## src/rtl/tt_dsp_sample_framer.sv

```systemverilog
// Byte-pair sample framer: synchronizes an external byte strobe, pairs bytes into 16-bit
// samples and buffers them in a first-word-fall-through FIFO for the DSP core.
module tt_dsp_sample_framer #(
  parameter int unsigned DEPTH     = 4,
  parameter bit          MSB_FIRST = 1'b0
) (
  input  logic                     clk,
  input  logic                     rst_n,
  input  logic                     ena,
  input  logic [7:0]               in_byte,
  input  logic                     in_strobe,
  output logic [15:0]              out_sample,
  output logic                     out_valid,
  input  logic                     out_ready,
  output logic                     overflow,
  output logic [$clog2(DEPTH):0]   fifo_level
);

  localparam int unsigned PtrW = $clog2(DEPTH);
  localparam int unsigned LvlW = PtrW + 1;

  typedef enum logic {
    StFirst,
    StSecond
  } phase_e;

  logic            sync_s1_q, sync_s2_q, sync_s3_q;
  phase_e          phase_q, phase_d;
  logic [7:0]      hold_q;
  logic [15:0]     mem_q [DEPTH];
  logic [PtrW-1:0] wr_ptr_q, rd_ptr_q;
  logic [LvlW-1:0] level_q, level_d;
  logic            overflow_q;

  logic            byte_evt;
  logic            push, pop, full, push_ok;
  logic [15:0]     sample_new;

  // Rising edge of the synchronized strobe; gated by ena so disabled bytes never reach the pairer.
  assign byte_evt   = sync_s2_q & ~sync_s3_q & ena;
  assign push       = byte_evt & (phase_q == StSecond);
  assign pop        = out_valid & out_ready;
  assign full       = (level_q == LvlW'(DEPTH));
  // A full FIFO still accepts a push when the head leaves on the same edge.
  assign push_ok    = push & (~full | pop);
  assign sample_new = MSB_FIRST ? {hold_q, in_byte} : {in_byte, hold_q};

  assign out_sample = mem_q[rd_ptr_q];
  assign out_valid  = (level_q != '0);
  assign overflow   = overflow_q;
  assign fifo_level = level_q;

  always_ff @(posedge clk or negedge rst_n) begin
    if (!rst_n) begin
      sync_s1_q <= 1'b0;
      sync_s2_q <= 1'b0;
      sync_s3_q <= 1'b0;
    end else begin
      sync_s1_q <= in_strobe;
      sync_s2_q <= sync_s1_q;
      sync_s3_q <= sync_s2_q;
    end
  end

  always_comb begin
    phase_d = phase_q;
    if (!ena) begin
      phase_d = StFirst;
    end else if (byte_evt) begin
      unique case (phase_q)
        StFirst:  phase_d = StSecond;
        StSecond: phase_d = StFirst;
        default:  phase_d = StFirst;
      endcase
    end
  end

  always_ff @(posedge clk or negedge rst_n) begin
    if (!rst_n) begin
      phase_q <= StFirst;
      hold_q  <= 8'h00;
    end else begin
      phase_q <= phase_d;
      if (byte_evt && (phase_q == StFirst)) begin
        hold_q <= in_byte;
      end
    end
  end

  always_comb begin
    level_d = level_q;
    if (push_ok && !pop) begin
      level_d = level_q + LvlW'(1);
    end else if (!push_ok && pop) begin
      level_d = level_q - LvlW'(1);
    end
  end

  always_ff @(posedge clk or negedge rst_n) begin
    if (!rst_n) begin
      for (int i = 0; i < int'(DEPTH); i++) begin
        mem_q[i] <= 16'h0000;
      end
      wr_ptr_q   <= '0;
      rd_ptr_q   <= '0;
      level_q    <= '0;
      overflow_q <= 1'b0;
    end else begin
      if (push_ok) begin
        mem_q[wr_ptr_q] <= sample_new;
        wr_ptr_q        <= wr_ptr_q + PtrW'(1);
      end
      if (pop) begin
        rd_ptr_q <= rd_ptr_q + PtrW'(1);
      end
      level_q <= level_d;
      if (push && full && !pop) begin
        overflow_q <= 1'b1;
      end
    end
  end

endmodule

```

## config.mk

```make
export PLATFORM = sky130hd
export DESIGN_NAME = tt_dsp_sample_framer
export DESIGN_NICKNAME = d
export VERILOG_FILES = /design/src/rtl/tt_dsp_sample_framer.sv
export SDC_FILE = /design/constraint.sdc
export NUM_CORES = 1
export LEC_CHECK = 0
export CAP_MARGIN = 20
export CORE_MARGIN = 2
export CORE_UTILIZATION = 57
export DETAILED_ROUTE_END_ITERATION = 10
export MAX_ROUTING_LAYER = met4
export PLACE_DENSITY = 0.77
export SYNTH_ARGS = -nofsm -noshare
export SYNTH_HDL_FRONTEND = slang
export SYNTH_SLANG_ARGS = --single-unit
export TNS_END_PERCENT = 10
```

## constraint.sdc

```tcl
create_clock -name clk -period 2.8 [get_ports clk]
set_input_delay 0.42 -clock clk [delete_from_list [all_inputs] [get_ports clk]]
set_output_delay 0.42 -clock clk [all_outputs]
set_load 0.1 [all_outputs]
```

==> flow_summary_export.csv <==
group,metric,value,unit
critical_path,r2r_cells,6,
cts,htreeDepth,3,
die,die_area,7480,sq um
timing,slew_viol_final,0,
grt,met1_usage,0.280,
critical_path,worst-r2r-setup-slack,0.55,ns
cells_and_area,final_cells,343,
die,initial_core_util,0.581,
yosys,syn_avg_cell_area,17.9,sq um
power,p_leak,2.26,nW
cts,cts_buffers,9,
die,ios,34,
grt,grt_max_degree,85,
critical_path,path_max_fanout,13,
grt,grt_antenna_before_repair,0,
yosys,synth_cells,217,
placement,dp_hpwl,3950,microns
drt,drtIter0Drc,125,
yosys,ys_warn_count,0,
power,irDropWorstVdd,0.000819,V
cells_and_area,diodes,0,
timing,max_freq,428,MHz
cells_and_area,n_fill_cell,445,
die,die-height,86.5,microns
cts,clk_latency,0.35,ns
cts,clockBufferDepth,2,
drt,drt_wl_total,6330,microns
timing,rsz0062_at_grt,"false",
critical_path,cp.required,2.38,ns
yosys,syn_nets,236,
critical_path,crit_arrival,1.91,ns
cells_and_area,ff_latch_area,2100,sq um
power,power,0.00524,W
cts,clockRootBuffer,"clkbuf_8",
yosys,synth_area,3880,sq um
critical_path,start_kind,"flip-flop",
grt,grtUsageTotal,0.203,
yosys,ys_seq_area_frac,0.542,
cts,clk_pin_slew,0.07,ns
critical_path,r2r_end,"fifo_level[1]",
cts,ctsResizeCount,0,
drt,wl_per_cell,18.5,microns
critical_path,crit_type,"flip-flop to primary output",
grt,grtUsageMet3,0.0543,
cells_and_area,drive_gt1_frac,0.529,
cts,postCtsSetupBuffers,0,
run,maxCapViolCount,0,
cts,cts_tree,"built",
cells_and_area,fin_nets,277,
cts,cts.sinks,84,
timing,finalCritPeriodShare,0.834,
drt,ant_nets,0,
critical_path,endpoint,"out_sample[0]",
yosys,ys_seq_elements,84,
grt,use_met2,0.299,
placement,port_buffers,33,
yosys,yosys.cell_types.count,26,
drt,drc,0,
die,die_w,86.5,microns
placement,gp_congestion,0.799,
grt,top_usage_layer,"met2",
grt,grt_pass1_vias,2119,
timing,slew_headroom,0.729,
placement,dp.cells,325,
die,num_rows,30,
drt,dr.pass1.iters,4,
critical_path,endpoint_kind,"primary output",
outcome,outcome,"complete, no violations",
drt,vias,1932,
critical_path,r2r-start,"fifo_level[1]",
grt,grt.overflow.total,0,
grt,grt_pass1_wl,11100,microns
cells_and_area,syn_to_final_growth,19.7,%
timing,min_period,2.33,ns
critical_path,startpoint,"rd_ptr_q[0]",
timing,tightest_slew,0.407,ns
timing,finalHoldViolCount,0,
cells_and_area,multiInputGateArea,1640,sq um
hold_path,hp-class,"flip-flop to flip-flop",
timing,clock_skew,0.00645,ns
cts,hold_buffers,0,
power,powerDensity,1130,nW/um^2
timing,finalSetupViolCount,0,
drt,viasPerCell,5.63,
die,core,6680,sq um
report_power, final:
group          internal (W)  switching (W)
combinational       0.00108        0.00146
clock              0.000526       0.000408
sequential          0.00154       0.000242
total               0.00314        0.00211
flip-flops by register name, indices dropped and copies added (netlist names):
name        flops
sync_s1_q       1
fifo_level      3
mem_q          64
sync_s3_q       1
wr_ptr_q        2
sync_s2_q       1
rd_ptr_q        2
hold_q          8
overflow        1
phase_q         1
worst min path at each step:
stage / startpoint / end / slack, ns / cells after the start
5_1_grt: sync_s1_q / sync_s2_q / 0.37 / 0
6_report: sync_s1_q / sync_s2_q / 0.36 / 0
3_5_place_dp: sync_s1_q / sync_s2_q / 0.34 / 0
2_1_floorplan: rst_n / fifo_level[0] / 0.12 / 0
3_3_place_gp: sync_s1_q / sync_s2_q / 0.34 / 0
4_1_cts: rst_n / mem_q[62] / 0.28 / 1
cell usage after synthesis (all sizes together):
cell type  instances  share of area
a21o               1         0.0019
and2               2         0.0036
and4b              1         0.0026
buf                9          0.030
clkbuf             1        0.00097
dfrtp             84           0.54
fa                 1         0.0052
ha                 5          0.016
inv                4         0.0039
mux2              73           0.25
mux4              16          0.093
nand2              1        0.00097
nand2b             1         0.0016
nand3              6          0.021
nor2               1        0.00097
nor3b              1         0.0032
o21ai              1         0.0013
or3                1         0.0019
or4b               1         0.0035
xnor2              5          0.011
xor2               2         0.0045
area by class of cell:
type / instances / share of cell area
Inverter: 4 / 0.00323
Tap cell: 80 / 0.0216
Timing Repair Buffer: 40 / 0.121
Clock inverter: 4 / 0.0156
Multi-Input combinational cell: 119 / 0.354
Clock buffer: 12 / 0.0313
Sequential cell: 84 / 0.453
cells in the final DEF (no fill, tap or decap), types with 4 or more instances in the layout:
cell,synthesis,final
clkdlybuf4s50_1,0,11
mux4_2,16,16
nand3_4,4,4
buf_12,4,17
clkbuf_8,0,10
inv_1,4,4
xnor2_1,5,5
mux2_2,33,33
ha_1,5,5
mux2_4,40,40
buf_4,0,10
dfrtp_1,84,84
logic make-up (layout without fill, tap and decap cells):
family / count (synthesis) / after routing / synth area share
XOR/XNOR: 7 / 7 / 0.0158
multiplexers: 89 / 89 / 0.344
AND/OR/NAND/NOR: 15 / 15 / 0.0390
buffers and inverters: 14 / 60 / 0.0352
flip-flops: 84 / 84 / 0.542
AO/OA/AOI/OAI: 2 / 2 / 0.00323
adder cells (fa/ha/maj): 6 / 6 / 0.0213
metrics by stage:
step | utilization | setup TNS [ns] | instance area [sq um] | hold slack (ns) | worst slack [ns]
2_1_floorplan | - | -0.0614 | 3880 | 0.124 | -0.0614
3_3_place_gp | 0.657 | 0 | 4390 | 0.340 | 0.187
3_5_place_dp | 0.657 | 0 | 4390 | 0.336 | 0.179
4_1_cts | 0.689 | 0 | 4600 | 0.284 | 0.406
5_1_grt | 0.695 | 0 | 4640 | 0.368 | 0.328
6_report | 0.695 | 0 | 4640 | 0.360 | 0.466
worst max-delay path, cell delays in order (launching register included):
cell and delay [ns]:
dfrtp_1 0.59, buf_12 0.22, mux4_2 0.56, buf_12 0.19
metal layers:
metal | vias to the layer above | share of wire
li1 | 870 | -
met5 | - | 0
met3 | 9 | 0.030
met4 | 0 | 0.014
met1 | 1021 | 0.47
met2 | 32 | 0.49
(Power assumes the default switching activity.)
